### src/rtl/align_ctrl_pkg.sv
// align_ctrl_pkg: shared widths and FSM encoding for the exponent-alignment sequencer
package align_ctrl_pkg;
    localparam int EXP_W = 8;
    localparam int MAN_W = 24;
    localparam int CNT_W = $clog2(MAN_W + 1);
    typedef enum logic [1:0] {IDLE = 2'd0, LOAD = 2'd1, SHIFT = 2'd2, DONE = 2'd3} state_e;
endpackage

### src/rtl/align_ctrl_if.sv
// align_ctrl_if: handshake and strobe bundle between the FP adder control and the aligner
// slave (aligner side): in start, exp_a, exp_b, lsb_a, lsb_b; out load/shift strobes, exp_out, a_smaller, sticky, busy, done
interface align_ctrl_if;
    import align_ctrl_pkg::*;
    logic             start;
    logic [EXP_W-1:0] exp_a;
    logic [EXP_W-1:0] exp_b;
    logic             lsb_a;
    logic             lsb_b;
    logic             ld_mantice_a;
    logic             ld_mantice_b;
    logic             shift_right_a;
    logic             shift_right_b;
    logic [EXP_W-1:0] exp_out;
    logic             a_smaller;
    logic             sticky;
    logic             busy;
    logic             done;
    modport slave (
        input  start, exp_a, exp_b, lsb_a, lsb_b,
        output ld_mantice_a, ld_mantice_b, shift_right_a, shift_right_b, exp_out, a_smaller, sticky, busy, done
    );
    modport master (
        output start, exp_a, exp_b, lsb_a, lsb_b,
        input  ld_mantice_a, ld_mantice_b, shift_right_a, shift_right_b, exp_out, a_smaller, sticky, busy, done
    );
endinterface

### src/rtl/align_ctrl_shift_counter.sv
// align_ctrl_shift_counter: loadable down-counter of remaining shifts
// ports: clk, rst, ld_i (load din_i), dec_i (count down), din_i, zero_next_o (count == 1, last shift)
module align_ctrl_shift_counter
    import align_ctrl_pkg::*;
(
    input  logic             clk,
    input  logic             rst,
    input  logic             ld_i,
    input  logic             dec_i,
    input  logic [CNT_W-1:0] din_i,
    output logic             zero_next_o
);
    logic [CNT_W-1:0] cnt_q, cnt_d;
    always_comb cnt_d = ld_i ? din_i : dec_i ? cnt_q - 1'b1 : cnt_q;
    always_ff @(posedge clk) begin
        if (rst) cnt_q <= '0;
        else     cnt_q <= cnt_d;
    end
    assign zero_next_o = cnt_q == CNT_W'(1);
endmodule

### src/rtl/align_ctrl.sv
// align_ctrl: exponent-alignment sequencer driving the two mantissa shift registers of the FP adder
// ports: clk, rst (sync, active-high), bus (align_ctrl_if.slave: start/exponents/lsbs in, strobes and result out)
module align_ctrl
    import align_ctrl_pkg::*;
(
    input  logic         clk,
    input  logic         rst,
    align_ctrl_if.slave  bus
);
    state_e           state_q, state_d;
    logic [EXP_W-1:0] exp_a_q, exp_a_d, exp_b_q, exp_b_d, exp_out_q, exp_out_d;
    logic             a_smaller_q, a_smaller_d, sticky_q, sticky_d;
    logic             a_lt, zero_next;
    logic [EXP_W:0]   diff;
    logic [CNT_W-1:0] n;
    assign a_lt = exp_a_q < exp_b_q;
    // one extra bit so 255 vs 0 cannot wrap
    assign diff = a_lt ? {1'b0, exp_b_q} - {1'b0, exp_a_q} : {1'b0, exp_a_q} - {1'b0, exp_b_q};
    assign n    = diff >= (EXP_W+1)'(MAN_W) ? CNT_W'(MAN_W) : diff[CNT_W-1:0];
    always_comb begin
        state_d     = state_q;
        exp_a_d     = exp_a_q;
        exp_b_d     = exp_b_q;
        exp_out_d   = exp_out_q;
        a_smaller_d = a_smaller_q;
        sticky_d    = sticky_q;
        case (state_q)
            IDLE: if (bus.start) begin
                exp_a_d = bus.exp_a;
                exp_b_d = bus.exp_b;
                state_d = LOAD;
            end
            LOAD: begin
                exp_out_d   = a_lt ? exp_b_q : exp_a_q;
                a_smaller_d = a_lt;
                sticky_d    = 1'b0;
                state_d     = n != '0 ? SHIFT : DONE;
            end
            SHIFT: begin
                // the lsb presented now is the bit leaving the register on this edge
                sticky_d = sticky_q | (a_smaller_q ? bus.lsb_a : bus.lsb_b);
                state_d  = zero_next ? DONE : SHIFT;
            end
            default: state_d = IDLE;
        endcase
    end
    always_ff @(posedge clk) begin
        if (rst) begin
            state_q     <= IDLE;
            exp_a_q     <= '0;
            exp_b_q     <= '0;
            exp_out_q   <= '0;
            a_smaller_q <= 1'b0;
            sticky_q    <= 1'b0;
        end else begin
            state_q     <= state_d;
            exp_a_q     <= exp_a_d;
            exp_b_q     <= exp_b_d;
            exp_out_q   <= exp_out_d;
            a_smaller_q <= a_smaller_d;
            sticky_q    <= sticky_d;
        end
    end
    align_ctrl_shift_counter u_cnt (
        .clk         (clk),
        .rst         (rst),
        .ld_i        (state_q == LOAD),
        .dec_i       (state_q == SHIFT),
        .din_i       (n),
        .zero_next_o (zero_next)
    );
    assign bus.ld_mantice_a  = state_q == LOAD;
    assign bus.ld_mantice_b  = state_q == LOAD;
    assign bus.shift_right_a = state_q == SHIFT && a_smaller_q;
    assign bus.shift_right_b = state_q == SHIFT && !a_smaller_q;
    assign bus.exp_out       = exp_out_q;
    assign bus.a_smaller     = a_smaller_q;
    assign bus.sticky        = sticky_q;
    assign bus.busy          = state_q != IDLE;
    assign bus.done          = state_q == DONE;
endmodule

### src/flat_wrapper.sv
// flat-port wrapper written by rule: the top's interface ports become plain ports
module align_ctrl_flat import align_ctrl_pkg::*;
  (clk, rst, bus_start, bus_exp_a, bus_exp_b, bus_lsb_a, bus_lsb_b, bus_ld_mantice_a, bus_ld_mantice_b, bus_shift_right_a, bus_shift_right_b, bus_exp_out, bus_a_smaller, bus_sticky, bus_busy, bus_done);
  align_ctrl_if bus_i ();
  input  logic clk;
  input  logic rst;
  input wire logic [$bits(bus_i.start)-1:0] bus_start;
  input wire logic [$bits(bus_i.exp_a)-1:0] bus_exp_a;
  input wire logic [$bits(bus_i.exp_b)-1:0] bus_exp_b;
  input wire logic [$bits(bus_i.lsb_a)-1:0] bus_lsb_a;
  input wire logic [$bits(bus_i.lsb_b)-1:0] bus_lsb_b;
  output wire logic [$bits(bus_i.ld_mantice_a)-1:0] bus_ld_mantice_a;
  output wire logic [$bits(bus_i.ld_mantice_b)-1:0] bus_ld_mantice_b;
  output wire logic [$bits(bus_i.shift_right_a)-1:0] bus_shift_right_a;
  output wire logic [$bits(bus_i.shift_right_b)-1:0] bus_shift_right_b;
  output wire logic [$bits(bus_i.exp_out)-1:0] bus_exp_out;
  output wire logic [$bits(bus_i.a_smaller)-1:0] bus_a_smaller;
  output wire logic [$bits(bus_i.sticky)-1:0] bus_sticky;
  output wire logic [$bits(bus_i.busy)-1:0] bus_busy;
  output wire logic [$bits(bus_i.done)-1:0] bus_done;
  assign bus_i.start = bus_start;
  assign bus_i.exp_a = bus_exp_a;
  assign bus_i.exp_b = bus_exp_b;
  assign bus_i.lsb_a = bus_lsb_a;
  assign bus_i.lsb_b = bus_lsb_b;
  assign bus_ld_mantice_a = bus_i.ld_mantice_a;
  assign bus_ld_mantice_b = bus_i.ld_mantice_b;
  assign bus_shift_right_a = bus_i.shift_right_a;
  assign bus_shift_right_b = bus_i.shift_right_b;
  assign bus_exp_out = bus_i.exp_out;
  assign bus_a_smaller = bus_i.a_smaller;
  assign bus_sticky = bus_i.sticky;
  assign bus_busy = bus_i.busy;
  assign bus_done = bus_i.done;
  align_ctrl u_core (.clk(clk), .rst(rst), .bus(bus_i));
endmodule
### config.mk
export PLATFORM = sky130hd
export DESIGN_NAME = align_ctrl_flat
export DESIGN_NICKNAME = d
export VERILOG_FILES = /design/src/rtl/align_ctrl_pkg.sv /design/src/rtl/align_ctrl_if.sv /design/src/rtl/align_ctrl_shift_counter.sv /design/src/rtl/align_ctrl.sv /design/src/flat_wrapper.sv
export SDC_FILE = /design/constraint.sdc
export NUM_CORES = 1
export LEC_CHECK = 0
export CORE_MARGIN = 2
export CORE_UTILIZATION = 55
export CTS_CLUSTER_DIAMETER = 120
export CTS_CLUSTER_SIZE = 25
export DETAILED_ROUTE_END_ITERATION = 10
export GPL_ROUTABILITY_DRIVEN = 0
export PLACE_DENSITY_LB_ADDON = 0.25
export SETUP_SLACK_MARGIN = 0.1
export SLEW_MARGIN = 25
export SYNTH_ARGS = -nofsm -noshare
export SYNTH_HDL_FRONTEND = slang
export SYNTH_SLANG_ARGS = --single-unit
### constraint.sdc
create_clock -name clk -period 4.1 [get_ports clk]
set_clock_uncertainty 0.05 [all_clocks]
set_input_delay 0.615 -clock clk [delete_from_list [all_inputs] [get_ports clk]]
set_output_delay 0.615 -clock clk [all_outputs]
set_load 0.01 [all_outputs]
==> results.cfg, run 1 <==
[status]
status = completed

[route]
drc = 0
routedWlPerCell_um = 14.42
drtAntennaViolNets = 0
vias = 2206
post_drt_via_cell_ratio = 5.760
drt_iter0_drc = 89
drt_first_pass_iters = 4
wl_mm = 5.523

[critical_path]
crit_path_max_fanout = 14
crit_type = reg -> reg
r2r_end = u_core.u_cnt.cnt_q[4]
cp.arrival_ps = 3140
worstPathRequired_ps = 4240
regToRegSetupSlack_ps = 1100
r2r_cells = 10
r2r-start = u_core.exp_b_q[5]
start_kind = flip-flop
critPathCaptureType = flip-flop

[floorplanning]
dieArea_sq_mm = 0.004821
die_h_um = 69.43
start_util_pct = 58.03
chipWidth_um = 69.43
core_sq_mm = 0.004058
ios = 37
placementRows = 23

[synth]
syn_nets = 346
synthMuxAreaShare_pct = 5.632
netlist.area_leader.share_pct = 28.06
yosysSeqAreaShare_pct = 28.06
synth_cells = 301
synth_top_family_by_area = compound AO/OA/AOI/OAI gates
synth_compound_area_share_pct = 23.70
synth_commonest_cells = nand2_1 (42), dfxtp_1 (33), a21oi_1 (32), nor2_1 (25), inv_1 (24)
synth-seq-cells = 33
avgSynthCellArea_sq_um = 7.823
synth_top_area_cell = dfxtp_1
synth_ff_type = dfxtp_1
synth_xor_area_share_pct = 0.3719
ys_top_cells_by_area = dfxtp_1 (28%), ha_1 (12%), a21oi_1 (6.8%), nand2_1 (6.7%), mux2i_1 (4.7%)
synth.cell_area_sq_mm = 0.002355
synthSimpleGateAreaFrac_pct = 21.57
synth_edf_count = 0
synth_async_sr_flop_share_pct = 0
yosysMostFrequentCell = nand2_1
yosys_warnings = 0
synth_fa_ha_area_share_pct = 13.39
yosysUniqueCellTypes = 61

[clock_network]
clockBufferDepth = 2
holdBufCountCts = 0
cts_tree = built
clk_pin_slew_ps = 70
cts_setup_buffers = 0
htreeDepth = 2
cts_made_buffers = 5
clkLatencyLatePin_ps = 290
cts_root_buffer = clkbuf_8
cts.sinks = 33
cts.repair.resized = 0

[timing]
slew_viol_final = 0
fin_crit_sh_pct = 73.16
fin_setup_tns_ps = 0
clock.fmax_ghz = 0.3334
hold_violations = 0
period_needed_ps = 2999
tightest_slew_ps = 550.9
max_slew_margin_pct = 63.28
rsz0062_at_grt = false
setup_violations = 0

[min_path]
hold_path_end = u_core.bus.exp_out[6]
hold_depth = 2
hold_path_class = reg -> reg
hold_start = u_core.bus.exp_out[6]

[global_routing]
grt_first_pass_wirelength_mm = 9.287
grt_usage_pct = 23.71
grt-ovfl-total = 0
grt_start_max_net_pins = 34
antenna_found_initial = 0
grt_pass1_vias = 2021

[final_layout]
nFillCells = 320
drive_above_1_share_pct = 6.006
syn2layout_area_growth_pct = 21.04
n_antenna_cell = 0
finalNetCount = 377
utilization_pct = 70.24

[power_and_ir_drop]
p_leak_nw = 1.146
powerDensity_mw_per_mm2 = 503.8
vdd.ir_drop.worst_mv = 0.3083

[placed_design]
dp.final_hpwl_mm = 4.227
io_buffers = 36

[job]
max_cap_violations = 0
kinds of logic after synthesis:
group | Yosys count
xor+xnor | 1
compound gates | 83
buf+inv | 42
fa+ha+maj | 24
mux | 13
flops | 33
simple gates | 105
metal layers:
layer / up-vias / share of wire, % / track usage [%]
met3: 15 / 4.5 / 5.378
li1: 1116 / - / -
met1: 1015 / 43 / 28.67
met4: 0 / 2.3 / 8.497
met2: 60 / 50 / 41.03
met5: - / 0 / 0
stage by stage:
stage / hold WS, ps / std cells / area, sq um / power [mW] / worst slack, ps
3_3_place_gp: 416.0 / 375 / 2734 / 1.091 / 1242
3_5_place_dp: 430.3 / 375 / 2734 / 1.107 / 1135
2_1_floorplan: 415.2 / 301 / 2355 / 0.9164 / 1529
6_report: 434.6 / 383 / 2850 / 1.436 / 1101
5_1_grt: 459.3 / 383 / 2850 / 1.530 / 888.9
4_1_cts: 438.6 / 383 / 2850 / 1.435 / 1110
flip-flops by register name (all words and copies together), names as in the netlist:
signal / count
u_core.bus.exp_out: 8
u_core.exp_a_q: 8
u_core.exp_b_q: 8
u_core.u_cnt.cnt_q: 5
u_core.state_q: 2
u_core.bus.a_smaller: 1
u_core.bus.sticky: 1
final cells by class:
cell class	count	area, sq um	area share (%)
well taps	50	62.56	2.195
clock inverters	1	30.03	1.054
inverters	26	97.59	3.424
flip-flops and latches	33	660.6	23.18
clock buffers	7	86.33	3.029
multi-input cells	226	1523	53.42
repair buffers	40	390.4	13.70
layout by cell type (no fill, tap or decap), types with 2 or more instances in the layout:
cell	n
nand2_1	42
clkdlybuf4s50_1	36
dfxtp_1	33
a21oi_1	32
nor2_1	25
inv_1	24
ha_1	22
mux2i_1	11
a211oi_1	9
o21ai_0	8
clkbuf_8	6
nor2b_1	5
o21a_1	5
nor3_1	5
and2_1	4
nand3_1	4
buf_4	4
and3_1	3
nor3b_1	3
a31oi_1	3
a21o_1	2
nor4b_1	2
nand4b_1	2
o211ai_1	2
nand4_1	2
fa_1	2
worst max-delay path, cell delays in order (launching register included):
cell	delay [ps]
dfxtp_1	370
inv_1	60
ha_1	480
nand3_1	230
nor2_1	290
a211oi_4	100
buf_4	210
o41a_1	420
a32oi_1	280
nand3_1	160
a32o_1	240
power breakdown:
part	leakage, nW	total, mW	internal [mW]	switching (mW)
clock network	0.0585	0.327	0.198	0.128
logic	0.817	0.694	0.314	0.380
registers	0.271	0.415	0.372	0.0439
total	1.15	1.44	0.884	0.552
how the worst max path moves through the flow:
stage | endpoint | from | depth (start not counted)
finish | u_core.u_cnt.cnt_q[4] | u_core.exp_b_q[5] | 10
floorplan | u_core.state_q[0] | u_core.exp_b_q[2] | 10
CTS | u_core.u_cnt.cnt_q[4] | u_core.exp_b_q[4] | 9
detailed placement | u_core.u_cnt.cnt_q[4] | u_core.exp_b_q[5] | 10
global route | u_core.u_cnt.cnt_q[4] | u_core.exp_b_q[5] | 10
global placement | u_core.u_cnt.cnt_q[4] | u_core.exp_b_q[5] | 10
Power figures use the tool's default switching activity.
==> run 2: changes to the inputs <==
Settings changed: CORE_UTILIZATION 55 to 49.
Clock period 4.1 ns to 2.7 ns, I/O delays scaled along.
==> results.cfg, run 2 (same netlist as run 1, synthesis figures left out) <==
[clock_network]
cts_made_buffers = 5
clkLatencyLatePin_ps = 290
cts_tree = built
clk_pin_slew_ps = 70
cts.sinks = 33
cts_root_buffer = clkbuf_8
htreeDepth = 2
clockBufferDepth = 2

[final_layout]
utilization_pct = 67.17
finalNetCount = 395
n_antenna_cell = 0
fin_cells = 405
nFillCells = 391
syn2layout_area_growth_pct = 33.85
layout.cells.most_common = nand2_1
layout_common_cells = nand2_1 (42), clkdlybuf4s50_1 (36), a21oi_1 (31)
drive_above_1_share_pct = 19.09

[route]
vias = 2225
wl_mm = 5.886
post_drt_via_cell_ratio = 5.494
routedWlPerCell_um = 14.53
drt_iter0_drc = 82
drt_first_pass_iters = 4
drc = 0
drtAntennaViolNets = 0

[global_routing]
grt-ovfl-total = 0
grt-busiest-layer = met2
grt.met2_usage_pct = 39.04
antenna_found_initial = 0
grt_pass1_vias = 2104
met3_usage_pct = 4.801
grt_usage_pct = 22.16
grt_first_pass_wirelength_mm = 9.273
met1_usage_pct = 26.45
grt_start_max_net_pins = 33

[critical_path]
critPathCaptureType = flip-flop
crit_type = reg -> reg
worstPathRequired_ps = 2850
cp_cell_sequence = inv_1, ha_4, nor4b_1, a2111o_1, a311oi_2, nand4b_1, a32oi_2, nand4_1, a221oi_2
crit_buf_inv = 1
cp.arrival_ps = 2680
cp_slowest_cell = a2111o_1
critical_path.top_delay_family = compound AO/OA/AOI/OAI gates
max_stage_delay_ps = 400
start_kind = flip-flop
crit_path_max_fanout = 5

[timing]
hold_violations = 0
fin_setup_tns_ps = 0
rsz0062_at_grt = true
max_slew_margin_pct = 59.97
setup_slack_ps = 163.7
setup_violations = 0
slew_viol_final = 0
fin_crit_sh_pct = 93.94
tightest_slew_ps = 600.5
hold_slack_ps = 431.9
period_needed_ps = 2536
clock.fmax_ghz = 0.3943

[floorplanning]
die_h_um = 73.32
dieArea_sq_mm = 0.005376
placementRows = 25
chipWidth_um = 73.32
start_util_pct = 50.19
ios = 37
core_sq_mm = 0.004692

[power_and_ir_drop]
vdd.ir_drop.worst_mv = 0.3517
powerDensity_mw_per_mm2 = 745.0
p_leak_nw = 1.253

[status]
status = completed

[job]
max_cap_violations = 0

[placed_design]
dp_worst_setup_slack_ps = -29.61
io_buffers = 36
placed_cells = 394
dp.final_hpwl_mm = 4.290

[min_path]
hold_path_class = reg -> reg
==> run 2: timing repair <==
| item | 4_1_cts | 5_1_grt |
|---|---|---|
| gates resized for setup | 7 | 31 |
| setup buffers | 0 | 3 |
| pin swaps | 1 | 12 |
| hold buffers | 0 | 0 |
| setup endpoints to repair | 6 | 6 |
==> run 2: final cells by class <==
type | instances | area (sq um) | area share (%)
sequential | 33 | 671.9 | 21.32
clock inverter | 1 | 30.03 | 0.9528
multi-input combinational | 226 | 1665 | 52.84
timing repair buffer | 58 | 533.0 | 16.91
tap | 54 | 67.56 | 2.144
inverter | 26 | 97.59 | 3.096
clock buffer | 7 | 86.33 | 2.739
==> run 2: worst paths after layout <==
path                      from                     to  slack [ps]  cells after the start
max          u_core.exp_b_q[3]  u_core.u_cnt.cnt_q[1]         160                      9
min          u_core.bus.sticky      u_core.bus.sticky         430                      2
max reg2reg  u_core.exp_b_q[3]  u_core.u_cnt.cnt_q[1]         160                      9
min reg2reg  u_core.bus.sticky      u_core.bus.sticky         430                      2
==> run 2: metrics by stage <==
| step | power (mW) | area (sq um) |
|---|---|---|
| 2_1_floorplan | 1.392 | 2355 |
| 3_3_place_gp | 1.720 | 2851 |
| 3_5_place_dp | 1.740 | 2851 |
| 4_1_cts | 2.263 | 2998 |
| 5_1_grt | 2.503 | 3152 |
| 6_report | 2.348 | 3152 |
==> run 2: report_power, final <==
part	internal [mW]	switching [mW]
clock	0.301	0.183
sequential	0.567	0.0654
combinational	0.602	0.630
total	1.47	0.878
==> run 2: worst reg2reg max path: cells and delay by family (launching register included) <==
kind            cells  cell delay [ps]
flops               1              350
buf+inv             1               80
simple gates        3              390
compound gates      4             1270
fa+ha+maj           1              300
==> run 2: per-layer routing <==
metal  up-vias  wire length [um]
li1       1152                 -
met4         0               136
met1      1007              2564
met3        14               221
met5         -                 0
met2        52              2964
==> run 3: changes to the inputs <==
Settings changed: CAP_MARGIN set to 20, RECOVER_POWER set to 25.
==> results.cfg, run 3 (same netlist as run 1, synthesis figures left out) <==
[final_layout]
syn2layout_area_growth_pct = 33.85
nFillCells = 391
fin_cells = 405
layout.cells.most_common = nand2_1
multiInputGateArea_sq_mm = 0.001665
n_antenna_cell = 0
finalNetCount = 395
layout_common_cells = nand2_1 (42), a21oi_1 (31), clkdlybuf4s50_1 (27)
seqCellArea_sq_um = 671.9
drive_above_1_share_pct = 19.09

[route]
routedWlPerCell_um = 14.57
vias = 2228
drt_first_pass_iters = 4
post_drt_via_cell_ratio = 5.501
drt_iter0_drc = 81
drtAntennaViolNets = 0
drc = 0
wl_mm = 5.902

[timing]
setup_violations = 0
hold_violations = 0
setup_slack_ps = 162.3
slew_viol_final = 0
tightest_slew_ps = 870.0
clock.fmax_ghz = 0.3941
rsz0062_at_grt = true
period_needed_ps = 2538
fin_crit_sh_pct = 93.99
max_slew_margin_pct = 41.97

[placed_design]
dp_worst_setup_slack_ps = -29.61
io_buffers = 36
dp.final_hpwl_mm = 4.290
placed_cells = 394

[global_routing]
antenna_found_initial = 0
grt_pass1_vias = 2104
grt_start_max_net_pins = 33
grt_first_pass_wirelength_mm = 9.273
grt-ovfl-total = 0
grt_usage_pct = 22.16

[clock_network]
clk_pin_slew_ps = 70
cts_made_buffers = 5
cts_root_buffer = clkbuf_8
holdBufCountCts = 0
clkLatencyLatePin_ps = 290
htreeDepth = 2
cts.sinks = 33
cts_tree = built
clockBufferDepth = 2

[power_and_ir_drop]
combinationalPowerShare_pct = 52.4
pwr-share-seq_pct = 27.0
p_sw_mw = 0.8786
switching_share_pct = 37.54
p_int_mw = 1.462
p_clk_share_pct = 20.7
vdd.ir_drop.worst_mv = 0.3512
p_leak_nw = 1.278
powerDensity_mw_per_mm2 = 742.5

[critical_path]
critPathCaptureType = flip-flop
start_kind = flip-flop
crit_path_max_fanout = 5
worstPathRequired_ps = 2850
crit_type = reg -> reg
cp.arrival_ps = 2680

[job]
max_cap_violations = 0

[floorplanning]
die_h_um = 73.32
core_sq_mm = 0.004692
placementRows = 25
chipWidth_um = 73.32
start_util_pct = 50.19
ios = 37
dieArea_sq_mm = 0.005376

[min_path]
hold_path_class = reg -> reg

[status]
status = completed
## run 3: cell count changes in the layout (fill, tap and decap cells not counted), sizes merged
cell / before / now
dlygate4sd3: 0 / 9
clkdlybuf4s50: 36 / 27
## run 3: stage by stage
step / utilization [%] / hold slack, ps / power [mW] / cell area (sq um) / TNS (ps)
finish: 67.17 / 427.2 / 2.340 / 3152 / 0
global route: 67.17 / 443.5 / 2.494 / 3152 / 0
CTS: 63.89 / 436.2 / 2.263 / 2998 / 0
detailed placement: 60.77 / 420.2 / 1.740 / 2851 / -40.52
global placement: 60.77 / 419.8 / 1.720 / 2851 / 0
floorplan: - / 415.2 / 1.392 / 2355 / 0
## run 3: worst paths after layout
check,startpoint,endpoint,slack [ps],depth (start not counted)
worst max-delay path,u_core.exp_b_q[3],u_core.u_cnt.cnt_q[1],160,9
worst max register to register,u_core.exp_b_q[3],u_core.u_cnt.cnt_q[1],160,9
worst min register to register,u_core.bus.sticky,u_core.bus.sticky,430,2
worst min-delay path,u_core.bus.sticky,u_core.bus.sticky,430,2
## run 3: repair_timing
| item | CTS | global route |
|---|---|---|
| pin swaps | 1 | 12 |
| endpoints found under the setup margin | 6 | 6 |
| cloned | 0 | 0 |
| gates resized for setup | 7 | 31 |
| buffers inserted | 0 | 3 |
## run 3: cell type report
type / instances / share of cell area [%]
tap: 54 / 2.144
multi-input combinational: 226 / 52.84
timing repair buffer: 58 / 16.91
clock inverter: 1 / 0.9528
clock buffer: 7 / 2.739
sequential: 33 / 21.32
inverter: 26 / 3.096
## run 3: worst max-delay path: stages, from the launching register on
cell	delay [ps]
dfxtp_1	350
inv_1	80
ha_4	300
nor4b_1	50
a2111o_1	400
a311oi_2	310
nand4b_1	160
a32oi_2	300
nand4_1	170
a221oi_2	260
## run 3: power groups by stage
stage               clock [mW]  combinational, mW  sequential, mW
global route             0.510               1.34           0.643
detailed placement           0               1.10           0.636
CTS                      0.495               1.14           0.625
floorplan                    0              0.752           0.640
global placement             0               1.09           0.632
finish                   0.483               1.23           0.632
## run 3: metal layers
| metal | track usage, % | up-vias | routed length [um] |
|---|---|---|---|
| li1 | - | 1155 | - |
| met1 | 26.45 | 1012 | 2613 |
| met2 | 39.04 | 47 | 2957 |
| met3 | 4.801 | 14 | 201 |
| met4 | 7.879 | 0 | 129 |
| met5 | 0 | - | 0 |
==> edit, RTL diff (settings of run 2) <==
Set the package constant `MAN_W` to 48 (it was 24).
--- a/src/rtl/align_ctrl_pkg.sv
+++ b/src/rtl/align_ctrl_pkg.sv
@@ -3,3 +3,3 @@
     localparam int EXP_W = 8;
-    localparam int MAN_W = 24;
+    localparam int MAN_W = 48;
     localparam int CNT_W = $clog2(MAN_W + 1);
Check against the original RTL: same outputs for any inputs over 10 cycles, from zero or initial values and one cycle with rst high; that may be too few to reach the edited logic, so the function may still have changed.
==> edit against run 2 <==
- sequential share of layout area down 0.62 points
- global-route usage up 0.96 points
- sequential cell count up 1
- total power down 2.9%
- hold slack worse by 0.0063 ns
- core utilization up 3.7 points
- highest routed layer unchanged
- routed wire length up 6.5%
- design area up 6.3%
- area after synthesis up 1.4%
- setup slack worse by 0.13 ns
- cell count up 9.6%
==> edit: results (changes against run 2) <==
Detailed routing
  – Post-Route M1 WL: 2656 um (+3.6%)
  – Met3 wire length: 228 um (+3.2%)
  – WL met2: 3274 um (+10%)
  – Routed wire length: 6269 um (+6.5%)
  – WL/cell: 14.12 um (-2.8%)
  – DR iter-0 viols: 122 (+49%)
  – Post-DR vias/cell: 5.322 (-3.1%)

Setup path
  – Reg-to-Reg Start: u_core.exp_b_q[2]$_SDFFE_PP0P_
  – Reg2Reg Setup Slack: 0.03 ns (-0.13 ns)
  – Slowest stage delay, CP: 0.49 ns (+0.09 ns)
  – Arrival time worst endpoint: 2.82 ns (+0.14 ns)
  – Crit-path max FO: 7 (+2)
  – RR Endpoint: u_core.u_cnt.cnt_q[4]$_SDFFE_PP0P_

Global routing
  – Vias in the first global route: 2128 (+1.1%)
  – Total Routing Usage GR: 23.11% (+0.96 points)
  – Global-route wire length before repair: 9749 um (+5.1%)
  – Met1 Use GR: 28.28% (+1.8 points)
  – Met2 usage: 40.77% (+1.7 points)
  – Met3 Use GR: 4.527% (-0.27 points)

Cells and area
  – Layout cells sized above 1: 22.55% (+3.5 points)
  – Multi-input logic area: 1758 sq um (+5.6%)
  – Sequential cell area share: 20.69% (-0.62 points)
  – Number of clock buffers in the layout: 6 (-1)
  – #MultiIn Comb: 239 (+5.8%)
  – Clock network area share: 2.839% (-0.85 points)

Power and ir drop
  – P_int: 1.365 mW (-7.1%)
  – Peak supply drop: 0.3334 mV (-5.2%)
  – P_leak: 1.333 nW (+6.4%)

Placement
  – Placed cells: 424 (+7.6%)
  – Dpl ws: -0.07613 ns (-0.04652 ns)
  – Dpl hpwl: 4276 um (-0.32%)

Timing
  – Slew @ Worst Pin: 0.5249 ns (-0.07561 ns)

Min path
  – Worst Hold End: u_core.exp_b_q[5]$_SDFFE_PP0P_
  – Hold Startpoint: u_core.exp_b_q[5]$_SDFFE_PP0P_

Synth
  – Post-synthesis sequential area ratio: 28.51% (+0.46 points)
  – Most instantiated cells after synthesis: nand2_1 (45), nor2_1 (41), a21oi_1 (37)
  – Post-synth cell types: 48 (-21%)

Outcome
  – Outcome: complete, no violations

Clocking
  – Clock sink count: 34 (+3.0%)

Floorplanning
  – Starting Density: 50.54% (+0.36 points)
==> edit: cell types whose count changed after synthesis, moves of 4 or more <==
| cell | before | now |
|---|---|---|
| nor2_1 | 25 | 41 |
| xnor2_1 | 0 | 4 |
| mux2i_1 | 11 | 5 |
| a21oi_1 | 32 | 37 |
| inv_1 | 24 | 28 |
| nand2b_1 | 1 | 6 |
==> edit: metrics by stage <==
stage	total power, mW	cell area, sq um	hold WS [ns]
floorplan	1.333	2402	0.4028
global placement	1.615	2929	0.4146
detailed placement	1.631	2929	0.4249
CTS	2.147	3194	0.4261
global route	2.431	3349	0.4601
finish	2.279	3349	0.4256
==> edit: timing repair <==
| item | 4_1_cts | 5_1_grt |
|---|---|---|
| hold buffers | 0 | 0 |
| pin swaps | 10 | 10 |
| gates cloned | 0 | 0 |
| setup buffers | 4 | 8 |
| gates resized for setup | 25 | 19 |
| endpoints found under the setup margin | 7 | 7 |
==> edit: worst max-delay path, delay by kind of cell, from the launching register on <==
kind	cells	cell delay, ns
muxes	2	0.56
adders and majority gates	1	0.29
buffers and inverters	1	0.08
AOI/OAI and AO/OA	3	0.97
and+or+nand+nor	2	0.30
DFF	1	0.33
==> edit: power groups by stage <==
stage          sequential (mW)  combinational [mW]  clock, mW
2_1_floorplan            0.636               0.696          0
3_3_place_gp             0.634               0.981          0
3_5_place_dp             0.637               0.994          0
4_1_cts                  0.629                1.10      0.418
5_1_grt                  0.641                1.35      0.441
6_report                 0.633                1.24      0.410
==> edit: kinds of logic after synthesis <==
family	after synthesis	share of synthesized area, %
buffers and inverters	43	7.232
adders and majority gates	25	13.73
and+or+nand+nor	117	21.75
AOI/OAI and AO/OA	86	24.27
muxes	7	3.040
DFF	34	28.51
xor gates and xnor gates	4	1.467
